===== config.mk =====
export PLATFORM = sky130hd
export DESIGN_NAME = result_dump_ctrl
export DESIGN_NICKNAME = d
export VERILOG_FILES = /design/src/rtl/result_dump_ctrl.sv
export SDC_FILE = /design/constraint.sdc
export NUM_CORES = 1
export LEC_CHECK = 0
export CORE_AREA = 2 2 140 142
export DETAILED_ROUTE_END_ITERATION = 10
export DIE_AREA = 0 0 142 144
export PLACE_DENSITY = 0.71
export SLEW_MARGIN = 20
export SYNTH_ARGS = -nofsm -noshare
export SYNTH_HDL_FRONTEND = slang
export SYNTH_SLANG_ARGS = --single-unit

===== constraint.sdc =====
create_clock -name clk -period 6.78 [get_ports clk]
set_input_delay 0.678 -clock clk [delete_from_list [all_inputs] [get_ports clk]]
set_output_delay 0.678 -clock clk [all_outputs]
set_load 0.02 [all_outputs]

===== src/rtl/result_dump_ctrl.sv =====
// result_dump_ctrl
//
// Readout stage for processor_top. Once the core raises done, this block walks
// the data-memory debug port over a fixed window of WORD_COUNT words starting at
// BASE_ADDR, and presents each word on a valid/ready stream together with its
// offset and a running checksum of the accepted words. A dump runs once per rising
// phase of done; the block re-arms only after done has been seen low.
//
// Parameters
//   DATA_W      data and address width
//   BASE_ADDR   first data-memory word address dumped
//   WORD_COUNT  number of consecutive words dumped (>= 1)
//   READ_LAT    rising edges from a mem_addr change to valid processor_out (>= 1)
//
// Ports
//   clk            system clock, rising edge
//   rst            synchronous active-high reset
//   done           processor completion flag (level)
//   processor_out  memory read data from processor_top
//   mem_addr       memory read address to processor_top
//   out_data       dumped word
//   out_index      word offset (0..WORD_COUNT-1) of out_data
//   out_valid      out_data/out_index valid
//   out_ready      consumer accepts the presented word
//   checksum       mod-2^DATA_W sum of all words accepted in this dump
//   busy           dump in progress
//   dump_complete  all words of the dump accepted
//
// All outputs come straight from registers.

module result_dump_ctrl #(
  parameter int unsigned          DATA_W     = 32,
  parameter logic [DATA_W-1:0]    BASE_ADDR  = '0,
  parameter int unsigned          WORD_COUNT = 10,
  parameter int unsigned          READ_LAT   = 1
) (
  input  logic              clk,
  input  logic              rst,
  input  logic              done,
  input  logic [DATA_W-1:0] processor_out,
  output logic [DATA_W-1:0] mem_addr,
  output logic [DATA_W-1:0] out_data,
  output logic [DATA_W-1:0] out_index,
  output logic              out_valid,
  input  logic              out_ready,
  output logic [DATA_W-1:0] checksum,
  output logic              busy,
  output logic              dump_complete
);

  localparam logic [1:0] StIdle    = 2'd0;
  localparam logic [1:0] StWait    = 2'd1;
  localparam logic [1:0] StPresent = 2'd2;
  localparam logic [1:0] StFinish  = 2'd3;

  // Latency counter counts down the edges still to wait before sampling.
  localparam int unsigned        LatW    = (READ_LAT > 1) ? $clog2(READ_LAT) : 1;
  localparam logic [LatW-1:0]    LatInit = LatW'(READ_LAT - 1);
  localparam logic [DATA_W-1:0]  LastIdx = DATA_W'(WORD_COUNT - 1);
  localparam logic [DATA_W-1:0]  One     = DATA_W'(1);

  logic [1:0]        state_q, state_d;
  logic [LatW-1:0]   lat_q, lat_d;
  logic [DATA_W-1:0] idx_q, idx_d;
  logic [DATA_W-1:0] addr_q, addr_d;
  logic [DATA_W-1:0] data_q, data_d;
  logic [DATA_W-1:0] index_q, index_d;
  logic [DATA_W-1:0] sum_q, sum_d;
  logic              valid_q, valid_d;
  logic              busy_q, busy_d;
  logic              cmpl_q, cmpl_d;

  always_comb begin
    state_d = state_q;
    lat_d   = lat_q;
    idx_d   = idx_q;
    addr_d  = addr_q;
    data_d  = data_q;
    index_d = index_q;
    sum_d   = sum_q;
    valid_d = valid_q;
    busy_d  = busy_q;
    cmpl_d  = cmpl_q;

    case (state_q)
      StIdle: begin
        if (done) begin
          addr_d  = BASE_ADDR;
          idx_d   = '0;
          sum_d   = '0;
          busy_d  = 1'b1;
          lat_d   = LatInit;
          state_d = StWait;
        end
      end

      StWait: begin
        // Sample on the READ_LAT-th edge after the edge that moved mem_addr.
        if (lat_q == '0) begin
          data_d  = processor_out;
          index_d = idx_q;
          valid_d = 1'b1;
          state_d = StPresent;
        end else begin
          lat_d = lat_q - LatW'(1);
        end
      end

      StPresent: begin
        if (out_ready) begin
          sum_d   = sum_q + data_q;
          valid_d = 1'b0;
          if (idx_q == LastIdx) begin
            busy_d  = 1'b0;
            cmpl_d  = 1'b1;
            state_d = StFinish;
          end else begin
            idx_d   = idx_q + One;
            // Address wraps mod 2^DATA_W by construction.
            addr_d  = BASE_ADDR + idx_q + One;
            lat_d   = LatInit;
            state_d = StWait;
          end
        end
      end

      StFinish: begin
        // Hold results until done drops; checksum survives into idle.
        if (!done) begin
          cmpl_d  = 1'b0;
          state_d = StIdle;
        end
      end

      default: begin
        state_d = StIdle;
      end
    endcase
  end

  always_ff @(posedge clk) begin
    if (rst) begin
      state_q <= StIdle;
      lat_q   <= '0;
      idx_q   <= '0;
      addr_q  <= BASE_ADDR;
      data_q  <= '0;
      index_q <= '0;
      sum_q   <= '0;
      valid_q <= 1'b0;
      busy_q  <= 1'b0;
      cmpl_q  <= 1'b0;
    end else begin
      state_q <= state_d;
      lat_q   <= lat_d;
      idx_q   <= idx_d;
      addr_q  <= addr_d;
      data_q  <= data_d;
      index_q <= index_d;
      sum_q   <= sum_d;
      valid_q <= valid_d;
      busy_q  <= busy_d;
      cmpl_q  <= cmpl_d;
    end
  end

  assign mem_addr      = addr_q;
  assign out_data      = data_q;
  assign out_index     = index_q;
  assign out_valid     = valid_q;
  assign checksum      = sum_q;
  assign busy          = busy_q;
  assign dump_complete = cmpl_q;

endmodule

# Word level (Yosys, flattened, before mapping)
# Cells that the tools add are included.
dict set report word_totals {
  regBits 134
  out_inout_bits 131
  wordCells 64
}
dict set report classes {
  addsub 3
  eq_ne 10
  mux 28
  bitwise_logic 1
  n_reduce_logical 13
}
# cell n
set ops {}
lappend ops {{32-bit 2-to-1 mux} 4}
lappend ops {{32-bit case mux with 2 select lines} 2}
lappend ops {{32-bit by 1-bit adder with 32-bit output (second input constant)} 1}
lappend ops {{32-bit adder} 1}
lappend ops {{32-bit by 4-bit equality test with 1-bit output (second input constant)} 1}
lappend ops {{4-bit AND reduction} 5}
lappend ops {{1-bit 2-to-1 mux} 12}
lappend ops {{2-bit != test (second input constant)} 6}
lappend ops {{2-bit 2-to-1 mux} 5}
lappend ops {{2-bit case mux with 4 select lines} 1}
lappend ops {{1-bit case mux with 2 select lines} 3}
lappend ops {{3-bit AND reduction} 2}
lappend ops {{2-bit nonzero test} 3}
lappend ops {{2-bit equality test (second input constant)} 2}
lappend ops {{1-bit case mux with 3 select lines} 1}
lappend ops {{3-bit nonzero test} 1}
lappend ops {{2-bit by 1-bit equality test with 1-bit output (second input constant)} 1}
lappend ops {{2-bit logical NOT} 1}
lappend ops {{2-bit AND reduction} 1}
lappend ops {{1-bit NOT} 1}
lappend ops {{1-bit subtractor (second input constant)} 1}

# Longest topological paths before layout
dict set report depth {
  ltp_word 4
  ltp_mapped 11
}

# Worst setup path after synthesis
# No wires, ideal clock.
dict set report synth_timing {
  path_type {reg2reg}
  from {register sum_q[0] (netlist: checksum[0])}
  to {register sum_q[30] (netlist: checksum[30])}
  setup_ps 132
  t_arrival_ps 2453
  required_ps 6648
  path_slack_ps 4194
  path_stages_with_launch 12
  synth_period_minus_slack_ps 2586
  path_cell_list {dfxtp_1 ha_1 inv_1 fa_1 nor2b_1 o211ai_1 a21boi_0 o211ai_1 o21ai_1 a31oi_1 o21ai_0 o211ai_1}
}
dict set report synth_between {
  elab_chain_len 3
}
# element line_no
set synth_lines {}
lappend synth_lines {{start: declaration} 68} ;# logic [DATA_W-1:0] sum_q, sum_d;
lappend synth_lines {{start signal: assignment} 160} ;# sum_q <= sum_d;
lappend synth_lines {{32-bit adder} 111} ;# sum_d = sum_q + data_q;
lappend synth_lines {{32-bit 2-to-1 mux} 110} ;# if (out_ready) begin
lappend synth_lines {{32-bit case mux with 2 select lines} 85} ;# case (state_q)
# No other way between the ends. The select of a mux whose other input is x is not followed.
# A chain may end at the register's enable or synchronous reset.

# Final worst setup path
dict set report layout_timing {
  from {register data_q[14] (netlist: out_data[14])}
  to {register sum_q[27] (netlist: checksum[27])}
}
dict set report layout_between {
  elab_chain_len 3
}
# element line_no
set layout_lines {}
lappend layout_lines {{start: declaration} 66} ;# logic [DATA_W-1:0] data_q, data_d;
lappend layout_lines {{start signal: assignment} 158} ;# data_q <= data_d;
lappend layout_lines {{32-bit adder} 111}
lappend layout_lines {{32-bit 2-to-1 mux} 110}
lappend layout_lines {{32-bit case mux with 2 select lines} 85}
# No other way between the ends. The select of a mux whose other input is x is not followed.

==> results.txt <==
----------------------------------------------------
[Timing]
  Relative slew margins ... 0.448
  Max-slew violation count ... 0
  # setup viols final ... 0
  Crit share post-route ... 0.445
  Upper clock frequency limit ... 331 MHz
  Final Hold Slack ... 452 ps
  Post-route setup TNS ... 0 ps
  Largest clock skew in the final design ... 8.71 ps
  RSZ-0062 raised after global routing ... false
  Actual transition at the worst max-transition pin ... 817 ps
  Hold Violations, Final ... 0
  Minimum clock period ... 3020 ps

[GRT]
  Antenna violations before repair ... 0
  Grt total ovfl ... 0
  Global-route wire length before repair ... 30300 µm
  Overall routing resource usage ... 0.187
  Via count of the first global-routing pass ... 6003
  Maximum number of pins on one net before global-route repair ... 64

[Layout]
  Count of fill cells added during filler insertion ... 1834
  Highest-count cells in the layout ignoring fill and taps ... 190 x sky130_fd_sc_hd__nand2_1, 165 x sky130_fd_sc_hd__clkdlybuf4s50_1, 133 x sky130_fd_sc_hd__dfxtp_1
  Diodes inserted ... 0
  Final #Nets ... 1048
  Final cell count without fillers ... 1228
  Area grow syn2layout ... 37.0%
  Most frequent standard cell in the layout excluding fill and tap cells ... sky130_fd_sc_hd__nand2_1
  Final Core Density ... 0.470
  Fraction of layout instances using a drive strength above 1 ... 0.0455

[Setup path]
  Endpoint arrival time on the critical path ... 3290 ps
  Critical Path Fanout Max ... 5
  Register-to-Register Setup Slack ... 3760 ps
  Worst setup path class ... flip-flop to flip-flop
  Timing endpoint of the critical path ... checksum[27]
  Data required time of the worst path ... 7050 ps
  Number of buffer and inverter instances along the worst setup path ... 0
  Instance count on the critical path ... 9
  CP Capture Type ... flip-flop
  Largest stage delay, worst path ... 690 ps
  Critical-path cell with the highest stage delay ... sky130_fd_sc_hd__o41ai_1
  Sequence of cells on the critical path ... ha_1, a21oi_1, o21ai_0, o41ai_1, and3_1, a21oi_1, a311oi_1, xor2_1, o21ai_0
  R2R Path Start ... out_data[14]
  Crit path launch type ... flip-flop
  Endpoint of the most critical register-to-register path ... checksum[27]
  Depth of the most critical reg-to-reg path ... 9
  First element of the critical path ... out_data[14]
  Dominant delay contributor by cell family on the critical path ... compound AO/OA/AOI/OAI gates

[Detailed routing]
  Number of design rule violations left after detail routing ... 0
  Avg WL per Cell ... 15.4 µm
  Antenna Nets Post-Route ... 0
  Detail-routed via count per cell ... 5.13
  Starting DRC count in detailed routing ... 408
  Detailed-route via count ... 6301
  Number of detailed-route iterations in the first pass ... 5
  Drt total wl ... 18900 µm

[Floorplan]
  Die Span X ... 142 µm
  Die Outline Area ... 0.0204 mm²
  Starting density of the core ... 0.343
  Die height ... 144 µm
  FP Rows ... 51
  Core Region ... 0.0191 mm²
  Number of top-level pins ... 167

[Power]
  Leakage power of the design ... 3.30 nW
  Relative contribution of combinational cells to total power ... 0.090
  Sequential group share of total power ... 0.418
  Internal ... 1.46 mW
  Power density cells ... 216 mW/mm²
  Fraction of power spent switching nets ... 0.247
  Clock power share ... 0.492
  Maximum resistive drop on vdd ... 0.000174 V
  Net switching power ... 480 µW

[Synth]
  Async S/R FF share, synth ... 0
  Gate count of the mapped netlist ... 834
  Number of warnings printed during yosys synthesis ... 0
  Count of different cell masters after synthesis ... 59
  Main flop type after synthesis ... sky130_fd_sc_hd__dfxtp_1
  Share of the yosys chip area belonging to registers ... 0.406
  Cell area after technology mapping ... 0.00655 mm²
  Post-synth EDFFs ... 0
  Syn Nets ... 904
  Post-synthesis register bit count ... 133
  Mean cell area of the mapped netlist ... 7.86 µm²

[Clock tree]
  Hold_buf cts ... 0
  CTS tree ... built
  Post-CTS setup buffer count ... 0
  Clock latency at the later pin of the worst-skew pair ... 420 ps
  CTS root buffer ... sky130_fd_sc_hd__clkbuf_16
  Number of buffers created by CTS ... 17
  Number of H-tree levels ... 4
  PostCTS Resize Cnt ... 0
  Total number of clock tree sinks ... 133
  Clock transition time at the flip-flop clock pins of the worst setup and hold paths ... 60 ps
  Largest buffer count on any clock path ... 2

[Min path]
  Class of the most critical hold timing path ... flip-flop to flip-flop

[Placement]
  Sum of net half-perimeters after detailed placement ... 13500 µm
  Total of buffers placed on input and output ports ... 166
  Post-placement cell count ... 1197
  Gp weighted congestion ... 0.865

[Status]
  Result of the run ... finished clean

[Run]
  Number of violations of the max-capacitance limit ... 0

----------------------------------------------------
-- worst min-delay path: cells and delay by family, from the launching register on --
family | cells | cell delay, ps
compound gates | 1 | 50
simple gates | 1 | 50
flops | 1 | 300
-- routing by layer --
layer	global-route usage	wire, µm	vias to the layer above
li1	-	-	3160
met1	0.229	8470	2946
met2	0.312	8890	165
met3	0.0609	1270	30
met4	0.0579	284	0
met5	0	0	-
-- power groups by stage --
stage	registers, mW	logic [mW]	clock network (mW)
final	0.810	0.175	0.956
after global routing	0.812	0.192	1.00
after CTS	0.811	0.177	0.973
after detailed placement	0.828	0.176	0
after global placement	0.828	0.174	0
after floorplan	0.840	0.0867	0
-- cells by family (layout without fill, tap and decap cells) --
family,Yosys count,in the layout,share of synthesized area
compound gates,212,212,0.190
xor+xnor,47,47,0.0628
fa+ha+maj,34,34,0.0661
buf+inv,61,217,0.0363
flops,133,133,0.406
mux,3,3,0.00477
simple gates,344,344,0.234
-- registers in the layout, indices dropped and copies added, names as in the netlist --
register       count
busy               1
checksum          32
dump_complete      1
mem_addr          32
out_data          32
out_index         32
out_valid          1
state_q            2
-- worst min-delay path by stage --
stage,depth (start not counted),start,slack (ps),endpoint
after floorplan,2,dump_complete,530,dump_complete
after global placement,2,out_index[18],440,out_index[18]
after detailed placement,2,out_index[6],450,out_index[6]
after CTS,2,out_index[6],450,out_index[6]
after global routing,2,out_index[8],470,out_index[8]
final,2,out_index[8],450,out_index[8]
-- per-stage QoR --
stage	area, µm²	power (mW)	setup WS [ps]
detailed placement	8360	1.00	3490
global route	8970	2.01	3490
CTS	8970	1.96	3760
floorplan	6550	0.926	4190
global placement	8360	1.00	3530
finish	8970	1.94	3760
-- cells in the mapped netlist, types with 2 or more instances --
cell | number | share of area
sky130_fd_sc_hd__a21oi_1 | 104 | 0.079
sky130_fd_sc_hd__a31oi_1 | 9 | 0.0086
sky130_fd_sc_hd__dfxtp_1 | 133 | 0.41
sky130_fd_sc_hd__nand3_1 | 16 | 0.012
sky130_fd_sc_hd__mux2i_1 | 2 | 0.0031
sky130_fd_sc_hd__o211ai_1 | 8 | 0.0092
sky130_fd_sc_hd__and3_1 | 11 | 0.011
sky130_fd_sc_hd__nor4_1 | 6 | 0.0057
sky130_fd_sc_hd__a21o_1 | 16 | 0.018
sky130_fd_sc_hd__o21ai_0 | 36 | 0.028
sky130_fd_sc_hd__o21a_1 | 3 | 0.0034
sky130_fd_sc_hd__or3_1 | 9 | 0.0086
sky130_fd_sc_hd__clkbuf_1 | 42 | 0.024
sky130_fd_sc_hd__o21bai_1 | 3 | 0.0034
sky130_fd_sc_hd__and4_1 | 4 | 0.0053
sky130_fd_sc_hd__xor2_1 | 24 | 0.032
sky130_fd_sc_hd__o31ai_1 | 3 | 0.0034
sky130_fd_sc_hd__nor3_1 | 14 | 0.011
sky130_fd_sc_hd__a22oi_1 | 8 | 0.0092
sky130_fd_sc_hd__o221ai_1 | 2 | 0.0027
sky130_fd_sc_hd__nor2_1 | 61 | 0.035
sky130_fd_sc_hd__nand2b_1 | 6 | 0.0057
sky130_fd_sc_hd__o21ai_1 | 4 | 0.0031
sky130_fd_sc_hd__nor3b_1 | 3 | 0.0034
sky130_fd_sc_hd__xnor2_1 | 23 | 0.031
sky130_fd_sc_hd__o41ai_1 | 2 | 0.0027
sky130_fd_sc_hd__nand4_1 | 7 | 0.0067
sky130_fd_sc_hd__inv_1 | 16 | 0.0092
sky130_fd_sc_hd__nand2_1 | 191 | 0.11
sky130_fd_sc_hd__nor4b_1 | 2 | 0.0027
sky130_fd_sc_hd__ha_1 | 33 | 0.063
sky130_fd_sc_hd__a211oi_1 | 2 | 0.0023
sky130_fd_sc_hd__nor2b_1 | 3 | 0.0029
sky130_fd_sc_hd__and2_1 | 3 | 0.0029
-- layout make-up --
| cell class | instances | area, µm² | area share |
|---|---|---|---|
| flip-flops and latches | 133 | 2660 | 0.297 |
| inverters | 16 | 60.1 | 0.00669 |
| multi-input cells | 640 | 3650 | 0.407 |
| well taps | 238 | 298 | 0.0332 |
| repair buffers | 170 | 1690 | 0.188 |
| clock buffers | 19 | 453 | 0.0505 |
| clock inverters | 12 | 155 | 0.0173 |
Power figures use the tool's default switching activity.
